<file path="config.mk">
export PLATFORM = sky130hd
export DESIGN_NAME = legv8_mc_ctrl_flat
export DESIGN_NICKNAME = d
export VERILOG_FILES = /design/src/rtl/legv8_pkg.sv /design/src/rtl/legv8_mc_ctrl_if.sv /design/src/rtl/legv8_opdecode.sv /design/src/rtl/legv8_mc_ctrl.sv /design/src/flat_wrapper.sv
export SDC_FILE = /design/constraint.sdc
export NUM_CORES = 1
export LEC_CHECK = 0
export BUFFER_PORTS_ARGS = -buffer_cell sky130_fd_sc_hd__clkbuf_2
export CELL_PAD_IN_SITES_DETAIL_PLACEMENT = 0
export CELL_PAD_IN_SITES_GLOBAL_PLACEMENT = 1
export CORE_MARGIN = 5
export CORE_UTILIZATION = 42
export CTS_CLUSTER_DIAMETER = 60
export DETAILED_ROUTE_END_ITERATION = 10
export GPL_ROUTABILITY_DRIVEN = 0
export PLACE_DENSITY = 0.93
export SYNTH_ARGS = -nofsm -noshare
export SYNTH_HDL_FRONTEND = slang
export SYNTH_SLANG_ARGS = --single-unit
</file>
<file path="constraint.sdc">
create_clock -name clk -period 2.6 [get_ports clk]
set_input_delay 0 -clock clk [delete_from_list [all_inputs] [get_ports clk]]
set_output_delay 0 -clock clk [all_outputs]
set_load 0.05 [all_outputs]
</file>
<file path="src/rtl/legv8_pkg.sv">
// Shared definitions for the LEGv8 multi-cycle control path: sequencer states,
// opcode patterns with their don't-care masks, immediate-format and ALU-op
// encodings, and the instruction class used by the decoder, sign-extend and
// ALU control blocks.
package legv8_pkg;

    // Sequencer states
    typedef enum logic [2:0] {
        StIdle,
        StFetch,
        StDecode,
        StExec,
        StMem,
        StWb,
        StHalt
    } state_e;

    // Instruction classes recognised by the decoder
    typedef enum logic [2:0] {
        ClsLdur,
        ClsStur,
        ClsRtype,
        ClsCbz,
        ClsB,
        ClsIllegal
    } instr_class_e;

    // Sign-extend format select
    typedef enum logic [1:0] {
        ImmD  = 2'b00,
        ImmCb = 2'b01,
        ImmB  = 2'b10
    } imm_sel_e;

    // ALU operation class handed to ALU control
    typedef enum logic [1:0] {
        AluAdd   = 2'b00,
        AluPassB = 2'b01,
        AluFunct = 2'b10
    } alu_op_e;

    // Opcode patterns, instruction[31:21]
    localparam logic [10:0] OpLdur = 11'b11111000010;
    localparam logic [10:0] OpStur = 11'b11111000000;
    localparam logic [10:0] OpAdd  = 11'b10001011000;
    localparam logic [10:0] OpSub  = 11'b11001011000;
    localparam logic [10:0] OpAnd  = 11'b10001010000;
    localparam logic [10:0] OpOrr  = 11'b10101010000;
    localparam logic [10:0] OpCbz  = 11'b10110100000;
    localparam logic [10:0] OpB    = 11'b00010100000;

    // Masks: a 1 marks a bit that must match the pattern
    localparam logic [10:0] MaskFull = 11'b11111111111;
    localparam logic [10:0] MaskCbz  = 11'b11111111000;
    localparam logic [10:0] MaskB    = 11'b11111100000;

    // True when op matches pattern on every bit selected by mask
    function automatic logic op_match(logic [10:0] op, logic [10:0] pattern,
                                      logic [10:0] mask);
        return (op & mask) == (pattern & mask);
    endfunction

    // Immediate format implied by an instruction class; classes without an
    // immediate default to the D format so the select never floats
    function automatic imm_sel_e imm_sel_of(instr_class_e cls);
        imm_sel_e sel;
        case (cls)
            ClsCbz:  sel = ImmCb;
            ClsB:    sel = ImmB;
            default: sel = ImmD;
        endcase
        return sel;
    endfunction

endpackage

</file>
<file path="src/rtl/legv8_mc_ctrl_if.sv">
// Bus between the multi-cycle control sequencer and the datapath: opcode and
// status in, enables/selects/strobes and counters out.
interface legv8_mc_ctrl_if #(
    parameter int unsigned INSTRET_W = 32
);
    logic                 run;
    logic [10:0]          opcode;
    logic                 zero;
    logic                 imem_ready;
    logic                 dmem_ready;

    logic                 ir_write;
    logic                 pc_write;
    logic                 pc_src;
    logic [1:0]           imm_sel;
    logic                 alu_src;
    logic [1:0]           alu_op;
    logic                 imem_read;
    logic                 dmem_read;
    logic                 dmem_write;
    logic                 reg_write;
    logic                 mem_to_reg;
    logic                 illegal;
    logic [INSTRET_W-1:0] instret;
    logic                 busy;

    // Controller side
    modport master (
        input  run, opcode, zero, imem_ready, dmem_ready,
        output ir_write, pc_write, pc_src, imm_sel, alu_src, alu_op,
        output imem_read, dmem_read, dmem_write, reg_write, mem_to_reg,
        output illegal, instret, busy
    );

    // Datapath / memory side
    modport slave (
        output run, opcode, zero, imem_ready, dmem_ready,
        input  ir_write, pc_write, pc_src, imm_sel, alu_src, alu_op,
        input  imem_read, dmem_read, dmem_write, reg_write, mem_to_reg,
        input  illegal, instret, busy
    );

endinterface

</file>
<file path="src/rtl/legv8_opdecode.sv">
// Combinational opcode classifier. Maps instruction[31:21] onto an
// instruction class and flags anything outside the supported set. Shared with
// the ALU control block.
module legv8_opdecode
    import legv8_pkg::*;
(
    input  logic [10:0]  opcode_i,
    output instr_class_e cls_o,
    output logic         illegal_o
);

    // Priority match; the patterns are disjoint so order only affects timing
    always_comb begin
        cls_o = ClsIllegal;
        if (op_match(opcode_i, OpLdur, MaskFull)) begin
            cls_o = ClsLdur;
        end else if (op_match(opcode_i, OpStur, MaskFull)) begin
            cls_o = ClsStur;
        end else if (op_match(opcode_i, OpAdd, MaskFull) ||
                     op_match(opcode_i, OpSub, MaskFull) ||
                     op_match(opcode_i, OpAnd, MaskFull) ||
                     op_match(opcode_i, OpOrr, MaskFull)) begin
            cls_o = ClsRtype;
        end else if (op_match(opcode_i, OpCbz, MaskCbz)) begin
            cls_o = ClsCbz;
        end else if (op_match(opcode_i, OpB, MaskB)) begin
            cls_o = ClsB;
        end
        illegal_o = (cls_o == ClsIllegal);
    end

endmodule

</file>
<file path="src/rtl/legv8_mc_ctrl.sv">
// Multi-cycle control sequencer for the LEGv8 datapath. Steps each
// instruction through FETCH/DECODE/EXEC/MEM/WB, handles memory wait states and
// counts retired instructions. Outputs are decoded from the state register and
// the IR opcode field (stable from DECODE onward).
//
// Build option: define LEGV8_ILLEGAL_TRAP_EN to trap undecodable opcodes into
// HALT and raise the sticky illegal flag. Without it an undecodable opcode
// retires as a 3-cycle NOP.
module legv8_mc_ctrl
    import legv8_pkg::*;
#(
    parameter int unsigned INSTRET_W = 32
) (
    input logic            clk,
    input logic            rst_n,
    legv8_mc_ctrl_if.master bus
);

    state_e               state_q, state_d;
    logic [INSTRET_W-1:0] instret_q, instret_d;
    logic                 illegal_q, illegal_d;

    instr_class_e         cls;
    logic                 dec_illegal;
    logic                 retire;

    logic                 ir_write;
    logic                 pc_write;
    logic                 pc_src;
    imm_sel_e             imm_sel;
    logic                 alu_src;
    alu_op_e              alu_op;
    logic                 imem_read;
    logic                 dmem_read;
    logic                 dmem_write;
    logic                 reg_write;
    logic                 mem_to_reg;

    legv8_opdecode u_opdecode (
        .opcode_i  (bus.opcode),
        .cls_o     (cls),
        .illegal_o (dec_illegal)
    );

`ifndef LEGV8_ILLEGAL_TRAP_EN
    // Without trapping, the illegal class is handled through cls alone
    logic unused_dec_illegal;
    assign unused_dec_illegal = dec_illegal;
`endif

    // State, retired-instruction counter and sticky illegal flag
    always_ff @(posedge clk or negedge rst_n) begin
        if (!rst_n) begin
            state_q   <= StIdle;
            instret_q <= '0;
            illegal_q <= 1'b0;
        end else begin
            state_q   <= state_d;
            instret_q <= instret_d;
            illegal_q <= illegal_d;
        end
    end

    // Next-state logic; retire marks the last cycle of an instruction
    always_comb begin
        state_d   = state_q;
        instret_d = instret_q;
        illegal_d = illegal_q;
        retire    = 1'b0;

        unique case (state_q)
            StIdle: begin
                if (bus.run) begin
                    state_d = StFetch;
                end
            end
            StFetch: begin
                if (bus.imem_ready) begin
                    state_d = StDecode;
                end
            end
            StDecode: begin
                state_d = StExec;
`ifdef LEGV8_ILLEGAL_TRAP_EN
                if (dec_illegal) begin
                    state_d   = StHalt;
                    illegal_d = 1'b1;
                end
`endif
            end
            StExec: begin
                case (cls)
                    ClsLdur, ClsStur: state_d = StMem;
                    ClsRtype:         state_d = StWb;
                    // Branches retire here; an untrapped illegal opcode passes
                    // through EXEC as a bubble so it costs the same as a branch
                    default:          retire  = 1'b1;
                endcase
            end
            StMem: begin
                if (bus.dmem_ready) begin
                    if (cls == ClsLdur) begin
                        state_d = StWb;
                    end else begin
                        retire = 1'b1;
                    end
                end
            end
            StWb: begin
                retire = 1'b1;
            end
            StHalt: begin
                state_d = StHalt;
            end
            default: begin
                state_d = StIdle;
            end
        endcase

        if (retire) begin
            instret_d = instret_q + 1'b1;
            state_d   = bus.run ? StFetch : StIdle;
        end
    end

    // Moore-style datapath controls; only the ready/zero qualified strobes
    // look at inputs
    always_comb begin
        ir_write   = 1'b0;
        pc_write   = 1'b0;
        pc_src     = 1'b0;
        imm_sel    = ImmD;
        alu_src    = 1'b0;
        alu_op     = AluAdd;
        imem_read  = 1'b0;
        dmem_read  = 1'b0;
        dmem_write = 1'b0;
        reg_write  = 1'b0;
        mem_to_reg = 1'b0;

        unique case (state_q)
            StFetch: begin
                imem_read = 1'b1;
                ir_write  = bus.imem_ready;
                pc_write  = bus.imem_ready;
            end
            StDecode: begin
                imm_sel = imm_sel_of(cls);
            end
            StExec: begin
                imm_sel = imm_sel_of(cls);
                case (cls)
                    ClsLdur, ClsStur: begin
                        alu_src = 1'b1;
                        alu_op  = AluAdd;
                    end
                    ClsRtype: begin
                        alu_op = AluFunct;
                    end
                    ClsCbz: begin
                        alu_op   = AluPassB;
                        pc_write = bus.zero;
                        pc_src   = 1'b1;
                    end
                    ClsB: begin
                        pc_write = 1'b1;
                        pc_src   = 1'b1;
                    end
                    default: ;
                endcase
            end
            StMem: begin
                imm_sel    = imm_sel_of(cls);
                dmem_read  = (cls == ClsLdur);
                dmem_write = (cls == ClsStur);
            end
            StWb: begin
                imm_sel    = imm_sel_of(cls);
                reg_write  = 1'b1;
                mem_to_reg = (cls == ClsLdur);
            end
            default: ;
        endcase
    end

    assign bus.ir_write   = ir_write;
    assign bus.pc_write   = pc_write;
    assign bus.pc_src     = pc_src;
    assign bus.imm_sel    = imm_sel;
    assign bus.alu_src    = alu_src;
    assign bus.alu_op     = alu_op;
    assign bus.imem_read  = imem_read;
    assign bus.dmem_read  = dmem_read;
    assign bus.dmem_write = dmem_write;
    assign bus.reg_write  = reg_write;
    assign bus.mem_to_reg = mem_to_reg;
    assign bus.illegal    = illegal_q;
    assign bus.instret    = instret_q;
    assign bus.busy       = (state_q != StIdle);

endmodule

</file>
<file path="src/flat_wrapper.sv">
// flat-port wrapper written by rule: the top's interface ports become plain ports
module legv8_mc_ctrl_flat import legv8_pkg::*;
#(
    parameter int unsigned INSTRET_W = 32
)
  (clk, rst_n, bus_run, bus_opcode, bus_zero, bus_imem_ready, bus_dmem_ready, bus_ir_write, bus_pc_write, bus_pc_src, bus_imm_sel, bus_alu_src, bus_alu_op, bus_imem_read, bus_dmem_read, bus_dmem_write, bus_reg_write, bus_mem_to_reg, bus_illegal, bus_instret, bus_busy);
  legv8_mc_ctrl_if #(.INSTRET_W(INSTRET_W)) bus_i ();
  input logic clk;
  input logic rst_n;
  input wire logic [$bits(bus_i.run)-1:0] bus_run;
  input wire logic [$bits(bus_i.opcode)-1:0] bus_opcode;
  input wire logic [$bits(bus_i.zero)-1:0] bus_zero;
  input wire logic [$bits(bus_i.imem_ready)-1:0] bus_imem_ready;
  input wire logic [$bits(bus_i.dmem_ready)-1:0] bus_dmem_ready;
  output wire logic [$bits(bus_i.ir_write)-1:0] bus_ir_write;
  output wire logic [$bits(bus_i.pc_write)-1:0] bus_pc_write;
  output wire logic [$bits(bus_i.pc_src)-1:0] bus_pc_src;
  output wire logic [$bits(bus_i.imm_sel)-1:0] bus_imm_sel;
  output wire logic [$bits(bus_i.alu_src)-1:0] bus_alu_src;
  output wire logic [$bits(bus_i.alu_op)-1:0] bus_alu_op;
  output wire logic [$bits(bus_i.imem_read)-1:0] bus_imem_read;
  output wire logic [$bits(bus_i.dmem_read)-1:0] bus_dmem_read;
  output wire logic [$bits(bus_i.dmem_write)-1:0] bus_dmem_write;
  output wire logic [$bits(bus_i.reg_write)-1:0] bus_reg_write;
  output wire logic [$bits(bus_i.mem_to_reg)-1:0] bus_mem_to_reg;
  output wire logic [$bits(bus_i.illegal)-1:0] bus_illegal;
  output wire logic [$bits(bus_i.instret)-1:0] bus_instret;
  output wire logic [$bits(bus_i.busy)-1:0] bus_busy;
  assign bus_i.run = bus_run;
  assign bus_i.opcode = bus_opcode;
  assign bus_i.zero = bus_zero;
  assign bus_i.imem_ready = bus_imem_ready;
  assign bus_i.dmem_ready = bus_dmem_ready;
  assign bus_ir_write = bus_i.ir_write;
  assign bus_pc_write = bus_i.pc_write;
  assign bus_pc_src = bus_i.pc_src;
  assign bus_imm_sel = bus_i.imm_sel;
  assign bus_alu_src = bus_i.alu_src;
  assign bus_alu_op = bus_i.alu_op;
  assign bus_imem_read = bus_i.imem_read;
  assign bus_dmem_read = bus_i.dmem_read;
  assign bus_dmem_write = bus_i.dmem_write;
  assign bus_reg_write = bus_i.reg_write;
  assign bus_mem_to_reg = bus_i.mem_to_reg;
  assign bus_illegal = bus_i.illegal;
  assign bus_instret = bus_i.instret;
  assign bus_busy = bus_i.busy;
  legv8_mc_ctrl #(.INSTRET_W(INSTRET_W)) u_core (.clk(clk), .rst_n(rst_n), .bus(bus_i));
endmodule
</file>
==> metrics.txt, run 1 <==
Synthesized Nets 216; final clock skew ~0.0060 ns; Mapped Area 2069 um^2; TritonCTS buffer count 5; via density per instance 5.154; clk_lat worst skew 0.28 ns; die span in y 80.20 um; HPWL Detailed 3361 um; Slew HR 42.54%; Async SR Flop Fraction 100.0%; Critical Path RT around 2.8 ns; core area 4755 um^2; crit path time final 2.300 ns; fin nets 281; Post-synth EDFFs 0; CTS tree yes; CTS clk-pin slew, worst paths 0.07 ns; #FFs+latches synth 35; Die Wd 80.20 um; routed wl met3 378 um; r2r endpoint u_core.state_q[0]; ANT nets after route 0; Worst Hold Class in -> reg; Pins Over Slew Limit 0; endpoints failing setup 0; wire length per cell 13.99 um; Peak VDD IR ~240 uV; status complete, no violations; # clock sinks 35; P_leak around 1.2 nW; share of cells above drive strength 1 33.71%; R2R Setup Slk 0.30 ns; pwr/cell area between 600 and 700 nW/um^2; initial core utilization between 40% and 50%; CP Class reg -> reg; Worst Setup End Kind flip-flop; Detailed Route Iter0 Violations 90; global-route wire length before repair 7603 um; Avg Cell Area, Syn roughly 10 um^2; Yosys cell types 45; hold slack ~0.062 ns; synthesized instance count 198; FMAX 434.8 MHz; M1 wire length ~2000 um; DR vias 1706; Port Buffers 62; Cell Rows 25; Diodes inserted 0; CTS root buffer clkbuf_8; H-tree depth 2; period utilization 88.45%; crit path from u_core.state_q[2]; I/O Pins 64; Area Growth Syn to Fin 22.79%; Ys Warns 0; Critical Path Source Type flip-flop; Slew @ Worst Pin about 0.86 ns; Synth Flop Type dfrtp_1; switching share of power 42.03%; CP Max Fanout 17; max_cap viols 0; Setup crit end u_core.state_q[0]; P_int 1.020 mW; drt pass-1 iters 4; Sum Neg Setup Slack 0 ns; logic gate share of total power 35.7%; Overflow after GRT 0; routed wire length 4630 um; met2 WL post-DR 2184 um; # DRC 0; top cell type by total area after synthesis dfrtp_1; sequential power share 40.0%; Hold Violations, Final 0; final core occ 53.45%; post-synthesis sequential area ratio ~42%; cts repair resizes 0; Arr. time, crit path 2.47 ns; initial antenna violation count 0; GRT Overall Usage 15.06%; Synth area leaders dfrtp_1 42%, xnor2_1 12%, nand4_1 3.6%; P_sw 739.3 uW; power share of the clock group 24.2%; Yosys top cell area share 42.32%; clock tree buffer depth 2; die area 6431 um^2; vias in the first global route about 1700; Post-synth top cells 35 x dfrtp_1, 29 x xnor2_1, 17 x nand2_1; Post-CTS Repair Setup Buffers 0; unrepaired setup endpoints after global routing false; RR Startpoint u_core.state_q[2]; Reg2Reg Depth 7; count leader, synth dfrtp_1; highest metal used met4; largest net degree at the start of global routing 36
-- worst max-delay path, stage by stage (launching register included) --
cell,delay [ns]
dfrtp_1,0.45
nor2b_1,0.17
nor2b_1,0.20
a31oi_4,0.29
o21ai_4,0.19
a22oi_2,0.24
o21ai_1,0.08
dlygate4sd3_1,0.55
-- through the flow --
stage	area (um^2)	instances	power, mW	setup slack (ns)
global placement	2402	319	1.308	0.3941
detailed placement	2402	319	1.314	0.3426
finish	2541	331	1.759	0.3002
global route	2541	331	1.853	0.1130
floorplan	2069	198	1.196	0.5735
CTS	2532	330	1.762	0.02753
-- final cells by class --
type	count	area, um^2
fill	457	2213
multi-input combinational	150	1119
sequential	35	875.8
timing repair buffer	65	340.3
clock buffer	8	100.1
tap	67	83.83
inverter	6	22.52
-- kinds of logic after synthesis --
kind of cell	share of synthesized area (%)
simple gates	32.04
flops	42.32
xor+xnor	13.54
compound gates	5.622
buf+inv	4.050
mux	1.632
fa+ha+maj	0.6045
other cells	0.1812
-- power groups by stage --
stage / combinational, mW / sequential [mW] / clock (mW)
floorplan: 0.403 / 0.792 / 0
global placement: 0.592 / 0.716 / 0
detailed placement: 0.600 / 0.715 / 0
CTS: 0.621 / 0.704 / 0.436
global route: 0.671 / 0.718 / 0.464
finish: 0.628 / 0.704 / 0.426
-- worst min-delay path by stage --
stage	startpoint	to	slack (ns)	cells past startpoint
6_report	bus_opcode[0]	u_core.state_q[2]	0.06	4
2_1_floorplan	rst_n	u_core.bus.instret[0]	-0.30	0
4_1_cts	bus_opcode[0]	u_core.state_q[2]	0.06	4
3_5_place_dp	rst_n	u_core.bus.instret[10]	0.15	1
5_1_grt	bus_opcode[0]	u_core.state_q[2]	0.07	4
3_3_place_gp	rst_n	u_core.bus.instret[10]	0.14	1
-- routing by layer --
metal / GRT usage, % / up-vias
met5: 0 / -
met4: 5.068 / 0
met3: 4.933 / 6
met2: 24.67 / 67
met1: 18.55 / 799
li1: - / 834
-- cell usage in the layout, fill, tap and decap left out, types with 2 or more instances in the layout --
| master | count |
|---|---|
| and3_1 | 10 |
| mux2_2 | 2 |
| clkbuf_8 | 7 |
| o21ai_1 | 2 |
| nand4b_1 | 2 |
| nor4b_2 | 2 |
| o21a_1 | 2 |
| or3_1 | 2 |
| nand4_1 | 12 |
| xor2_1 | 3 |
| nand4_2 | 3 |
| nor2_1 | 11 |
| nor2b_1 | 3 |
| xnor2_1 | 29 |
| nand2b_1 | 2 |
| and2_1 | 4 |
| nand2_1 | 17 |
| nand3_2 | 2 |
| clkbuf_2 | 62 |
| nor4_2 | 2 |
| dlygate4sd3_1 | 3 |
| o21ai_0 | 3 |
| a22oi_1 | 2 |
| dfrtp_1 | 35 |
| nand3_1 | 14 |
| and4_1 | 3 |
| inv_1 | 6 |
-- timing repair --
item | CTS | global route
setup endpoints to repair | 0 | 1
hold buffers | 3 | 0
endpoints found under the hold margin | 36 | 0
-- sequential cells by signal, summed over array words and instances (netlist names) --
signal and flops:
u_core.bus.instret 32, u_core.state_q 3
(Power assumes the default switching activity.)
==> run 2: changes to the inputs <==
--- a/config.mk
+++ b/config.mk
@@ -6,14 +6,14 @@
 export NUM_CORES = 1
 export LEC_CHECK = 0
 export BUFFER_PORTS_ARGS = -buffer_cell sky130_fd_sc_hd__clkbuf_2
-export CELL_PAD_IN_SITES_DETAIL_PLACEMENT = 0
-export CELL_PAD_IN_SITES_GLOBAL_PLACEMENT = 1
+export CELL_PAD_IN_SITES_DETAIL_PLACEMENT = 1
+export CELL_PAD_IN_SITES_GLOBAL_PLACEMENT = 2
 export CORE_MARGIN = 5
-export CORE_UTILIZATION = 42
+export CORE_UTILIZATION = 33
 export CTS_CLUSTER_DIAMETER = 60
 export DETAILED_ROUTE_END_ITERATION = 10
 export GPL_ROUTABILITY_DRIVEN = 0
-export PLACE_DENSITY = 0.93
+export PLACE_DENSITY = 0.91
 export SYNTH_ARGS = -nofsm -noshare
 export SYNTH_HDL_FRONTEND = slang
 export SYNTH_SLANG_ARGS = --single-unit
==> run 2 against run 1 <==
Final cell count up 2.1%. Sequential share of layout area about the same. Design area about the same. Clock-buffer cell count unchanged. Highest routed layer unchanged. Total power down 0.87%. Largest cell class unchanged. Clock power up 3%. Wire length up 11%. Global-route usage down 0.94 points.
==> metrics.txt, run 2 (same netlist as run 1, synthesis figures left out) <==
status complete, no violations; switching share of power between 40% and 50%; R2R Setup Slk 0.25 ns; Port Buffers 62; I/O Pins 64; Sequential Area about 880 um^2; Post-CTS Repair Setup Buffers 0; largest net degree at the start of global routing 36; die area around 8000 um^2; Sum Neg Setup Slack 0 ns; # clock sinks 35; Area Growth Syn to Fin 22.85%; pwr/cell area 685.8 nW/um^2; ANT nets after route 0; Worst Hold Depth 4; Peak VDD IR 346.5 uV; CTS root buffer clkbuf_8; Hold Violations, Final 0; clock tree buffer depth 2; DR vias 1730; area of the multi-input gates 1110 um^2; TritonCTS buffer count 5; Cell Chain, Critical Path nand2b_1 -> or2_1 -> o21ai_4 -> nor4b_2 -> xor2_1; initial core utilization 34.34%; wire length per cell 15.17 um; core area 6026 um^2; max reg flops 32; endpoints failing setup 0; r2r endpoint u_core.bus.instret[28]; Diodes inserted 0; cts repair resizes 0; via density per instance roughly 5.1; Buf/Inv on CP 0; CP Class reg -> reg; HPWL Detailed about 3900 um; routed wire length 5126 um; # DRC 0; Post-CTS Hold Buffers 3; sequential power share between 40 and 50%; Worst Hold Class in -> reg; Slew @ Worst Pin 0.9057 ns; clk_lat worst skew approximately 0.29 ns; Slew HR 39.39%; P_sw 738.6 uW; Critical Path RT 2.81 ns; Worst Setup End Kind flip-flop; Die Wd a little under 90 um; crit path time final 2.348 ns; destination of the worst hold path u_core.state_q[2]; hold path startpoint bus_opcode[0]; initial antenna violation count 0; CP Max Fanout 33; final clock skew 0.002311 ns; vias in the first global route 1860; period utilization about nine tenths; most frequent cells in the layout 62 x clkbuf_2, 35 x dfrtp_1, 29 x xnor2_1; CP top delay family simple AND/OR/NAND/NOR gates; CTS clk-pin slew, worst paths 0.07 ns; die span in y just under 90 um; max_cap viols 0; Pwr Total 1.744 mW; Reg2Reg Depth 5; P_int 1.005 mW; drt pass-1 iters 4; H-tree depth 2; fin nets between 200 and 300; Critical Path Source Type flip-flop; Cell Rows 28; # fillers 727; Overflow after GRT 0; share of cells above drive strength 1 33.46%; GRT Overall Usage 14.12%; power share of the clock group 25.1%; logic gate share of total power 34.5%; Detailed Route Iter0 Violations 56; unrepaired setup endpoints after global routing false; critical path's slowest cell o21ai_4; Pins Over Slew Limit 0; CTS tree yes; global-route wire length before repair 8721 um; FMAX around 430 MHz; RR Startpoint u_core.state_q[2]; commonest non-fill, non-tap cell in the layout clkbuf_2; P_leak 1.207 nW; Arr. time, crit path 2.56 ns; max incr delay on CP 0.75 ns
[run 2: worst max-delay path by stage]
stage / startpoint / to / slack, ns / cells past startpoint
after CTS: u_core.state_q[2] / u_core.bus.instret[28] / 0.20 / 5
after floorplan: u_core.bus.instret[8] / u_core.bus.instret[31] / 0.57 / 6
after global placement: u_core.state_q[2] / u_core.bus.instret[26] / 0.37 / 5
after global routing: u_core.state_q[2] / u_core.bus.instret[26] / 0.03 / 5
final: u_core.state_q[2] / u_core.bus.instret[28] / 0.25 / 5
after detailed placement: u_core.state_q[2] / u_core.bus.instret[28] / 0.24 / 5
[run 2: cell type report]
type	instances	share of cell area [%]
timing repair buffer	65	13.39
sequential	35	34.45
inverter	6	0.8858
multi-input combinational	149	43.65
tap	75	3.691
clock buffer	8	3.937
[run 2: power groups by stage]
stage	Sequential [mW]	Combinational, mW	Clock, mW
CTS	0.704	0.614	0.456
finish	0.704	0.602	0.438
global placement	0.711	0.600	0
floorplan	0.792	0.403	0
global route	0.720	0.658	0.475
detailed placement	0.716	0.606	0
[run 2: per-layer routing]
layer	wire [um]	vias up	track usage [%]
li1	-	826	-
met4	75	0	4.871
met5	0	-	0
met2	2474	53	24.25
met1	2202	845	16.62
met3	374	6	4.424
[run 2: metrics by stage]
step	instance area, um^2	hold slack, ns	utilization, %	std cells	setup WS, ns
floorplan	2069	-0.2956	-	198	0.5735
global placement	2412	0.1589	40.03	327	0.3732
detailed placement	2412	0.1765	40.03	327	0.2386
CTS	2542	0.06564	42.19	338	0.2005
global route	2542	0.08525	42.19	338	0.02749
finish	2542	0.07651	42.19	338	0.2521
[run 2: worst min-delay path, cell delays in order]
cell and delay (ns):
clkbuf_2 0.10, nor4b_4 0.07, nand2_1 0.07, o21ai_0 0.08
